## src/rtl/banco_r_seq_if.sv

```systemverilog
// Command handshake between the instruction decoder and the register-bank sequencer.
interface banco_r_seq_if;
  logic       cmd_valid;
  logic       cmd_ready;
  logic [2:0] cmd_op;
  logic [2:0] cmd_src1;
  logic [2:0] cmd_src2;
  logic [2:0] cmd_dst;
  logic [7:0] cmd_imm;

  // Decoder side: presents commands, observes ready.
  modport master (
    output cmd_valid, cmd_op, cmd_src1, cmd_src2, cmd_dst, cmd_imm,
    input  cmd_ready
  );

  // Sequencer side: consumes commands, drives ready.
  modport slave (
    input  cmd_valid, cmd_op, cmd_src1, cmd_src2, cmd_dst, cmd_imm,
    output cmd_ready
  );
endinterface

```

## src/rtl/banco_r_seq.sv

```systemverilog
// Command sequencer for the 8x8-bit register bank: reads operands, computes, writes back.
module banco_r_seq (
  input  logic                 clk,
  input  logic                 reset,
  banco_r_seq_if.slave         cmd,
  output logic [2:0]           AddrR1,
  output logic [2:0]           AddrR2,
  output logic [2:0]           AddrW,
  output logic [7:0]           DataIn,
  output logic                 W_R,
  input  logic [7:0]           RX,
  input  logic [7:0]           RY,
  output logic [7:0]           result,
  output logic                 carry,
  output logic                 zero,
  output logic                 done
);

  localparam int unsigned DW = 8;

  localparam logic [2:0] OP_MOV = 3'd0;
  localparam logic [2:0] OP_ADD = 3'd1;
  localparam logic [2:0] OP_SUB = 3'd2;
  localparam logic [2:0] OP_AND = 3'd3;
  localparam logic [2:0] OP_OR  = 3'd4;
  localparam logic [2:0] OP_XOR = 3'd5;
  localparam logic [2:0] OP_LDI = 3'd6;
  localparam logic [2:0] OP_CMP = 3'd7;

  typedef enum logic [2:0] {
    S_IDLE  = 3'd0,
    S_ADDR  = 3'd1,
    S_CAPT  = 3'd2,
    S_WRITE = 3'd3,
    S_DONE  = 3'd4
  } state_t;

  state_t          state;
  logic [2:0]      op_q;
  logic [DW-1:0]   alu_res;
  logic            alu_carry;
  logic [DW:0]     sum;

  // Reset gates ready and write enable so an abort drops W_R in the same cycle.
  assign cmd.cmd_ready = (state == S_IDLE) && reset;
  assign W_R           = (state == S_WRITE) && reset;
  assign DataIn        = result;

  // Datapath: result and carry for the latched op from the captured operands.
  always_comb begin
    alu_res   = '0;
    alu_carry = 1'b0;
    sum       = (DW+1)'(RX) + (DW+1)'(RY);
    case (op_q)
      OP_MOV: alu_res = RX;
      OP_ADD: begin
        alu_res   = sum[DW-1:0];
        alu_carry = sum[DW];
      end
      OP_SUB, OP_CMP: begin
        alu_res   = RX - RY;
        alu_carry = (RX < RY);
      end
      OP_AND: alu_res = RX & RY;
      OP_OR:  alu_res = RX | RY;
      OP_XOR: alu_res = RX ^ RY;
      default: alu_res = '0;
    endcase
  end

  // Sequencer FSM with registered addresses, result, flags and done pulse.
  always_ff @(posedge clk) begin
    if (!reset) begin
      state  <= S_IDLE;
      op_q   <= OP_MOV;
      AddrR1 <= '0;
      AddrR2 <= '0;
      AddrW  <= '0;
      result <= '0;
      carry  <= 1'b0;
      zero   <= 1'b0;
      done   <= 1'b0;
    end else begin
      done <= 1'b0;
      case (state)
        S_IDLE: begin
          if (cmd.cmd_valid) begin
            op_q   <= cmd.cmd_op;
            AddrR1 <= cmd.cmd_src1;
            AddrR2 <= cmd.cmd_src2;
            AddrW  <= cmd.cmd_dst;
            if (cmd.cmd_op == OP_LDI) begin
              result <= cmd.cmd_imm;
              carry  <= 1'b0;
              zero   <= (cmd.cmd_imm == '0);
              state  <= S_WRITE;
            end else begin
              state <= S_ADDR;
            end
          end
        end
        S_ADDR: state <= S_CAPT;
        S_CAPT: begin
          // Bank data has had a full cycle to settle against the held addresses.
          result <= alu_res;
          carry  <= alu_carry;
          zero   <= (alu_res == '0);
          if (op_q == OP_CMP) begin
            state <= S_DONE;
            done  <= 1'b1;
          end else begin
            state <= S_WRITE;
          end
        end
        S_WRITE: begin
          state <= S_DONE;
          done  <= 1'b1;
        end
        S_DONE:  state <= S_IDLE;
        default: state <= S_IDLE;
      endcase
    end
  end

endmodule

```

## src/flat_wrapper.sv

```systemverilog
// flat-port wrapper written by rule: the top's interface ports become plain ports
module banco_r_seq_flat 
  (clk, reset, AddrR1, AddrR2, AddrW, DataIn, W_R, RX, RY, result, carry, zero, done, cmd_cmd_valid, cmd_cmd_op, cmd_cmd_src1, cmd_cmd_src2, cmd_cmd_dst, cmd_cmd_imm, cmd_cmd_ready);
  banco_r_seq_if cmd_i ();
  input  logic clk;
  input  logic reset;
  output logic [2:0] AddrR1;
  output logic [2:0] AddrR2;
  output logic [2:0] AddrW;
  output logic [7:0] DataIn;
  output logic W_R;
  input  logic [7:0] RX;
  input  logic [7:0] RY;
  output logic [7:0] result;
  output logic carry;
  output logic zero;
  output logic done;
  input wire logic [$bits(cmd_i.cmd_valid)-1:0] cmd_cmd_valid;
  input wire logic [$bits(cmd_i.cmd_op)-1:0] cmd_cmd_op;
  input wire logic [$bits(cmd_i.cmd_src1)-1:0] cmd_cmd_src1;
  input wire logic [$bits(cmd_i.cmd_src2)-1:0] cmd_cmd_src2;
  input wire logic [$bits(cmd_i.cmd_dst)-1:0] cmd_cmd_dst;
  input wire logic [$bits(cmd_i.cmd_imm)-1:0] cmd_cmd_imm;
  output wire logic [$bits(cmd_i.cmd_ready)-1:0] cmd_cmd_ready;
  assign cmd_i.cmd_valid = cmd_cmd_valid;
  assign cmd_i.cmd_op = cmd_cmd_op;
  assign cmd_i.cmd_src1 = cmd_cmd_src1;
  assign cmd_i.cmd_src2 = cmd_cmd_src2;
  assign cmd_i.cmd_dst = cmd_cmd_dst;
  assign cmd_i.cmd_imm = cmd_cmd_imm;
  assign cmd_cmd_ready = cmd_i.cmd_ready;
  banco_r_seq u_core (.clk(clk), .reset(reset), .cmd(cmd_i), .AddrR1(AddrR1), .AddrR2(AddrR2), .AddrW(AddrW), .DataIn(DataIn), .W_R(W_R), .RX(RX), .RY(RY), .result(result), .carry(carry), .zero(zero), .done(done));
endmodule
```

## config.mk

```make
export PLATFORM = sky130hd
export DESIGN_NAME = banco_r_seq_flat
export DESIGN_NICKNAME = d
export VERILOG_FILES = /design/src/rtl/banco_r_seq_if.sv /design/src/rtl/banco_r_seq.sv /design/src/flat_wrapper.sv
export SDC_FILE = /design/constraint.sdc
export NUM_CORES = 1
export LEC_CHECK = 0
export ABC_AREA = 1
export CORE_MARGIN = 1.5
export CORE_UTILIZATION = 48
export DETAILED_ROUTE_END_ITERATION = 10
export GPL_TIMING_DRIVEN = 0
export PLACE_DENSITY_LB_ADDON = 0.25
export SYNTH_ARGS = -nofsm -noshare
export SYNTH_HDL_FRONTEND = slang
export SYNTH_SLANG_ARGS = --single-unit
```

## constraint.sdc

```tcl
create_clock -name clk -period 2.1 [get_ports clk]
set_input_delay 0.21 -clock clk [delete_from_list [all_inputs] [get_ports clk]]
set_output_delay 0.21 -clock clk [all_outputs]
set_load 0.02 [all_outputs]
```

Word-level counts from Yosys, hierarchy flattened
Index checks and enable logic that the tools add are counted.
{"block": "totals", "ff_bits": 26}
{"block": "op_classes", "n_bitwise": 3, "n_addsub": 2, "n_reduce_logical": 10, "eq_ne": 12, "magnitude_cmp": 1, "mux": 17}
{"operator": "8-bit one-hot mux with 6 select lines", "count": 1}
{"operator": "8-bit logical NOT", "count": 2}
{"operator": "8-bit two-way mux", "count": 2}
{"operator": "8-bit one-hot mux with 2 select lines", "count": 1}
{"operator": "3-bit by 2-bit == test with 1-bit output, second input constant", "count": 4}
{"operator": "3-bit == test, second input constant", "count": 4}
{"operator": "3-bit one-hot mux with 4 select lines", "count": 1}
{"operator": "8-bit by 8-bit adder with 9-bit output", "count": 1}
{"operator": "8-bit bitwise AND", "count": 1}
{"operator": "8-bit less-than comparator", "count": 1}
{"operator": "8-bit bitwise OR", "count": 1}
{"operator": "1-bit one-hot mux with 2 select lines", "count": 4}
{"operator": "8-bit subtractor", "count": 1}
{"operator": "8-bit XOR", "count": 1}
{"operator": "3-bit by 1-bit == test with 1-bit output, second input constant", "count": 2}
{"operator": "3-bit logical NOT", "count": 2}
{"operator": "3-bit two-way mux", "count": 2}
{"operator": "1-bit two-way mux", "count": 5}
{"operator": "2-bit != test, second input constant", "count": 2}
{"operator": "3-bit AND reduction", "count": 1}
{"operator": "1-bit logical AND", "count": 2}
{"operator": "2-bit two-way mux", "count": 1}
{"operator": "2-bit AND reduction", "count": 1}
{"operator": "2-bit nonzero test", "count": 1}
{"operator": "2-bit OR reduction", "count": 1}

Longest topological paths before layout
Gate-level depths: netlist (run 1).
{"block": "depth", "word_depth": 5, "mapped_depth": 15, "mapped_depth_nobuf": 14}

Worst setup path before layout (run 1)
No wires, ideal clock.
{"block": "synth_timing", "path_type": "input-to-reg", "start": "input RX[0]", "end": "register u_core.zero", "t_arrival_ps": 1641, "required_ps": 2030, "setup_slack_ps": 390, "stages": 14, "cell_sequence": "inv_1 -> ha_1 -> fa_1 -> inv_1 -> nand2_1 -> nand3_1 -> nand2_1 -> nand2_1 -> nand2_1 -> a21oi_1 -> nand2_1 -> nor2_1 -> nand3_1 -> a21oi_1"}
{"block": "synth_between", "elab_chain_len": 4, "word_cells_on_any_way": 8, "cone_classes": "add/sub (2); mux (2); bitwise (3); reduce/logical (1)"}
{"item": "start: declaration", "line": "flat_wrapper.sv:12", "rtl": "input logic [7:0] RX;"}
{"item": "8-bit subtractor, or another cell as far along", "line": "banco_r_seq.sv:61", "rtl": "alu_res = RX - RY;"}
{"item": "8-bit one-hot mux with 6 select lines (*)", "line": "banco_r_seq.sv:54", "rtl": "case (op_q)"}
{"item": "8-bit logical NOT (*)", "line": "banco_r_seq.sv:107", "rtl": "zero <= (alu_res == '0);"}
{"item": "1-bit one-hot mux with 2 select lines (*)", "line": "banco_r_seq.sv:85", "rtl": "case (state)"}
{"item": "end signal: assignment", "line": "banco_r_seq.sv:95", "rtl": "zero <= (cmd.cmd_imm == '0);"}
{"item": "end signal: assignment", "line": "banco_r_seq.sv:107"}
{"item": "end: declaration", "line": "banco_r_seq.sv:15", "rtl": "output logic zero,"}
Mark *: on every way between the ends. The rest lies on a longest branch, timed or not.
A chain may end at the register's enable or synchronous reset.

Worst setup path after layout (run 1)
{"block": "layout_timing", "start": "input RX[4]", "end": "register u_core.zero"}
Same word-level chain as after synthesis.

==> flow_metrics.py, run 1 <==
metrics = {
    "synthesis": {
        "postSynthCellCount": 383,
        "yosys.area.top_type": "dfxtp_1",
        "number_of_synthesized_flops_with_an_enable_pin": 0,
        "synth_area_per_cell_um2": 6.181,
        "yosys_warnings": 0,
        "yosys_register_bits": 26,
        "yosys-top-cells-count": "nand2_1 (85), inv_1 (61), nor2_1 (35)",
        "synth_fp_nets": 448,
        "yosys.cell_count.top_type": "nand2_1",
        "yosys.cell_types.count": 26,
        "synthFlopType": "dfxtp_1",
        "post_synth_main_area_contributors": "dfxtp_1 (22%), nand2_1 (13%), ha_1 (13%)",
        "synth_top_cell_area_share_pct": 21.99,
        "syn-cell-area_um2": 2367,
        "postSynth.asyncResetShare_pct": 0,
        "synth-seq-area-share_pct": 21.99,
    },
    "timing": {
        "final_report_setup_violation_count": 0,
        "final_critical_path_setup_slack_ps": 133.2,
        "clock.fmax_ghz": 0.5084,
        "actual_slew_at_the_worst_max_slew_pin_ps": 420.1,
        "fin_crit_ps": 1967,
        "final_critical_path_share_of_the_clock_period_pct": 93.66,
        "slew_viol_final": 0,
        "timing_hold_violations_final": 0,
        "worst_slew_margin_rel_pct": 71.99,
        "clock-skew-final_ps": 4.841,
    },
    "power_and_ir_drop": {
        "power.static_leakage_nw": 1.593,
        "cellInternalPower_w": 0.001230,
        "total_switching_power_w": 0.0007705,
        "power.clock.fraction_pct": 20.7,
        "ir_worst_vdd_uv": 538.0,
        "power_per_cell_area_nw_per_um2": 611.1,
        "power_frac_comb_pct": 49.0,
        "p_sw_share_pct": 38.52,
        "seq_power_share_pct": 30.3,
    },
    "clock_tree": {
        "holdBufCountCts": 0,
        "cts_buffers": 3,
        "tritoncts": "built",
        "h-tree-depth": 1,
        "clock_tree_buf_depth": 2,
        "cts_root_buf": "clkbuf_8",
        "clock_latency_ps": 270,
        "register_clock_pin_slew_on_the_reported_worst_setup_and_hold_paths_ps": 90,
        "cts.sink_count": 26,
    },
    "setup_path": {
        "worstRegToRegCells": 10,
        "rr_endpoint": "u_core.zero",
        "critical_path_startpoint_category": "input pin",
        "cp.required_ps": 2300,
        "reg2reg_from": "u_core.op_q[2]",
        "r2r_slack_ps": 340,
        "worst_ep_arrival_time_ps": 2170,
        "cp_max_fo": 6,
        "timing_worst_setup_path_type": "input pin to register",
        "crit_path_end_kind": "register",
    },
    "global_route": {
        "antenna_found_initial": 0,
        "grt_start_max_net_pins": 16,
        "grt_first_pass_wirelength_um": 10050,
        "globalRouteOverflowTotal": 0,
        "grt_pass1_vias": 2295,
        "gr-usage-all-layers_pct": 23.43,
    },
    "min_path": {
        "whs_endpoint": "u_core.op_q[0]",
        "hold_path.startpoint": "reset",
        "hold_path_depth": 3,
        "holdCritPathClass": "input pin to register",
    },
    "place": {
        "gp_congestion": 0.9081,
        "buffer_ports.inserted": 67,
        "post_dp_cell_area_um2": 3122,
        "dp_worst_setup_slack_ps": -342.5,
        "hpwlAfterDp_um": 4951,
    },
    "drt": {
        "route.antenna.remaining_nets": 0,
        "drt_first_iter_violations": 219,
        "routed-via-count": 2650,
        "wl_per_cell_um": 12.01,
        "post-route-drc-count": 0,
        "routed_wirelength_um": 6271,
        "average_vias_per_placed_instance": 5.077,
        "drt_first_pass_iters": 4,
    },
    "floorplan": {
        "die_w_um": 73.23,
        "rows": 25,
        "initial_core_util_pct": 50.12,
        "top_level_ports": 69,
        "fp.dieArea_um2": 5362,
        "die-height_um": 73.23,
        "fp.coreArea_um2": 4723,
    },
    "run_status": {
        "outcome": "completed",
    },
    "cells_and_area": {
        "area_delta_synth_final_pct": 38.27,
        "final_net_count": 521,
        "diodes": 0,
        "num-fill-cells": 436,
        "post-route-util_pct": 69.30,
        "final_design_area_no_fill_um2": 3273,
        "drive_gt1_share_pct": 9.890,
    },
    "job": {
        "max_cap_violations": 0,
    },
}
==> repair_timing <==
item	4_1_cts	5_1_grt
setup endpoints to repair	1	3
resized for setup	4	23
pin swaps	2	4
setup buffers	0	1
==> routing by layer <==
metal	up-vias	track usage [%]	routed length [um]
met2	74	38.38	2943
met1	1202	32.03	2899
li1	1370	-	-
met3	4	4.972	385
met4	0	3.983	42
met5	-	0	0
==> layout by cell type (no fill, tap or decap), types with 10 or more instances in the layout <==
cell type        instances
dfxtp_1                 26
nand2_1                 85
nor2_1                  34
inv_2                   10
clkdlybuf4s50_1         61
a21oi_1                 29
o21ai_0                 29
ha_1                    20
buf_4                   11
inv_1                   57
nand3_1                 31
==> power by group through the flow <==
stage | combinational (W) | clock [W] | sequential (W)
after detailed placement | 0.000937 | 0 | 0.000617
after global placement | 0.000926 | 0 | 0.000616
final | 0.000979 | 0.000415 | 0.000607
after floorplan | 0.000523 | 0 | 0.000671
after CTS | 0.000945 | 0.000417 | 0.000607
after global routing | 0.00108 | 0.000438 | 0.000615
==> final cells by class <==
cell class	count	area [um2]	share of cell area, %
tap	67	83.83	2.561
inverter	67	251.5	7.683
buffer	17	103.9	3.173
multi-input combinational	273	1553	47.44
sequential	26	520.5	15.90
clock buffer	3	41.29	1.261
timing repair buffer	68	689.4	21.06
clock inverter	1	30.03	0.9174
==> logic make-up (layout without fill, tap and decap cells) <==
kind of cell,count (synthesis),after routing,synth area share (%)
and+or+nand+nor,174,174,32.40
buffers and inverters,84,156,14.80
DFF,26,26,21.99
AOI/OAI and AO/OA,73,73,16.44
adders and majority gates,26,26,14.38
==> sequential cells by signal (all words and copies together) (netlist names) <==
name / count
u_core.AddrR2: 3
u_core.state: 3
u_core.op_q: 3
u_core.AddrW: 3
u_core.zero: 1
u_core.carry: 1
u_core.DataIn: 8
u_core.AddrR1: 3
u_core.done: 1
==> critical path, cell delays in order <==
cell	delay [ps]
clkdlybuf4s50_1	530
inv_1	60
ha_1	360
inv_1	110
nand2_1	80
nor2_1	100
nand3_1	100
nand2_1	90
nand2_1	50
nand3_1	60
nand3_1	90
nor2_1	110
nand3_1	70
a21oi_1	160
==> per-stage QoR <==
stage,total power (W),std cells,TNS [ps],hold WS (ps)
finish,0.002000,522,0,329.4
floorplan,0.001194,383,0,373.1
global route,0.002136,522,-6.811,356.2
detailed placement,0.001554,517,-1114,435.7
global placement,0.001543,517,-1007,431.5
CTS,0.001968,521,0,322.2
==> worst max path at each step <==
stage	from	to	slack, ps	depth (start not counted)
4_1_cts	RX[0]	u_core.zero	20	15
3_3_place_gp	RX[0]	u_core.zero	-310	15
5_1_grt	RY[5]	u_core.zero	-7	15
2_1_floorplan	RX[0]	u_core.zero	390	14
6_report	RX[4]	u_core.zero	130	14
3_5_place_dp	RX[0]	u_core.zero	-340	15
Power figures use the tool's default switching activity.
==> run 2: changes to the inputs <==
--- a/config.mk
+++ b/config.mk
@@ -11,6 +11,8 @@
 export DETAILED_ROUTE_END_ITERATION = 10
 export GPL_TIMING_DRIVEN = 0
 export PLACE_DENSITY_LB_ADDON = 0.25
+export SKIP_LAST_GASP = 1
 export SYNTH_ARGS = -nofsm -noshare
 export SYNTH_HDL_FRONTEND = slang
 export SYNTH_SLANG_ARGS = --single-unit
+export TNS_END_PERCENT = 5
==> results of run 2 <==
The final DEF is identical to that of run 1; final timing and power are the same.
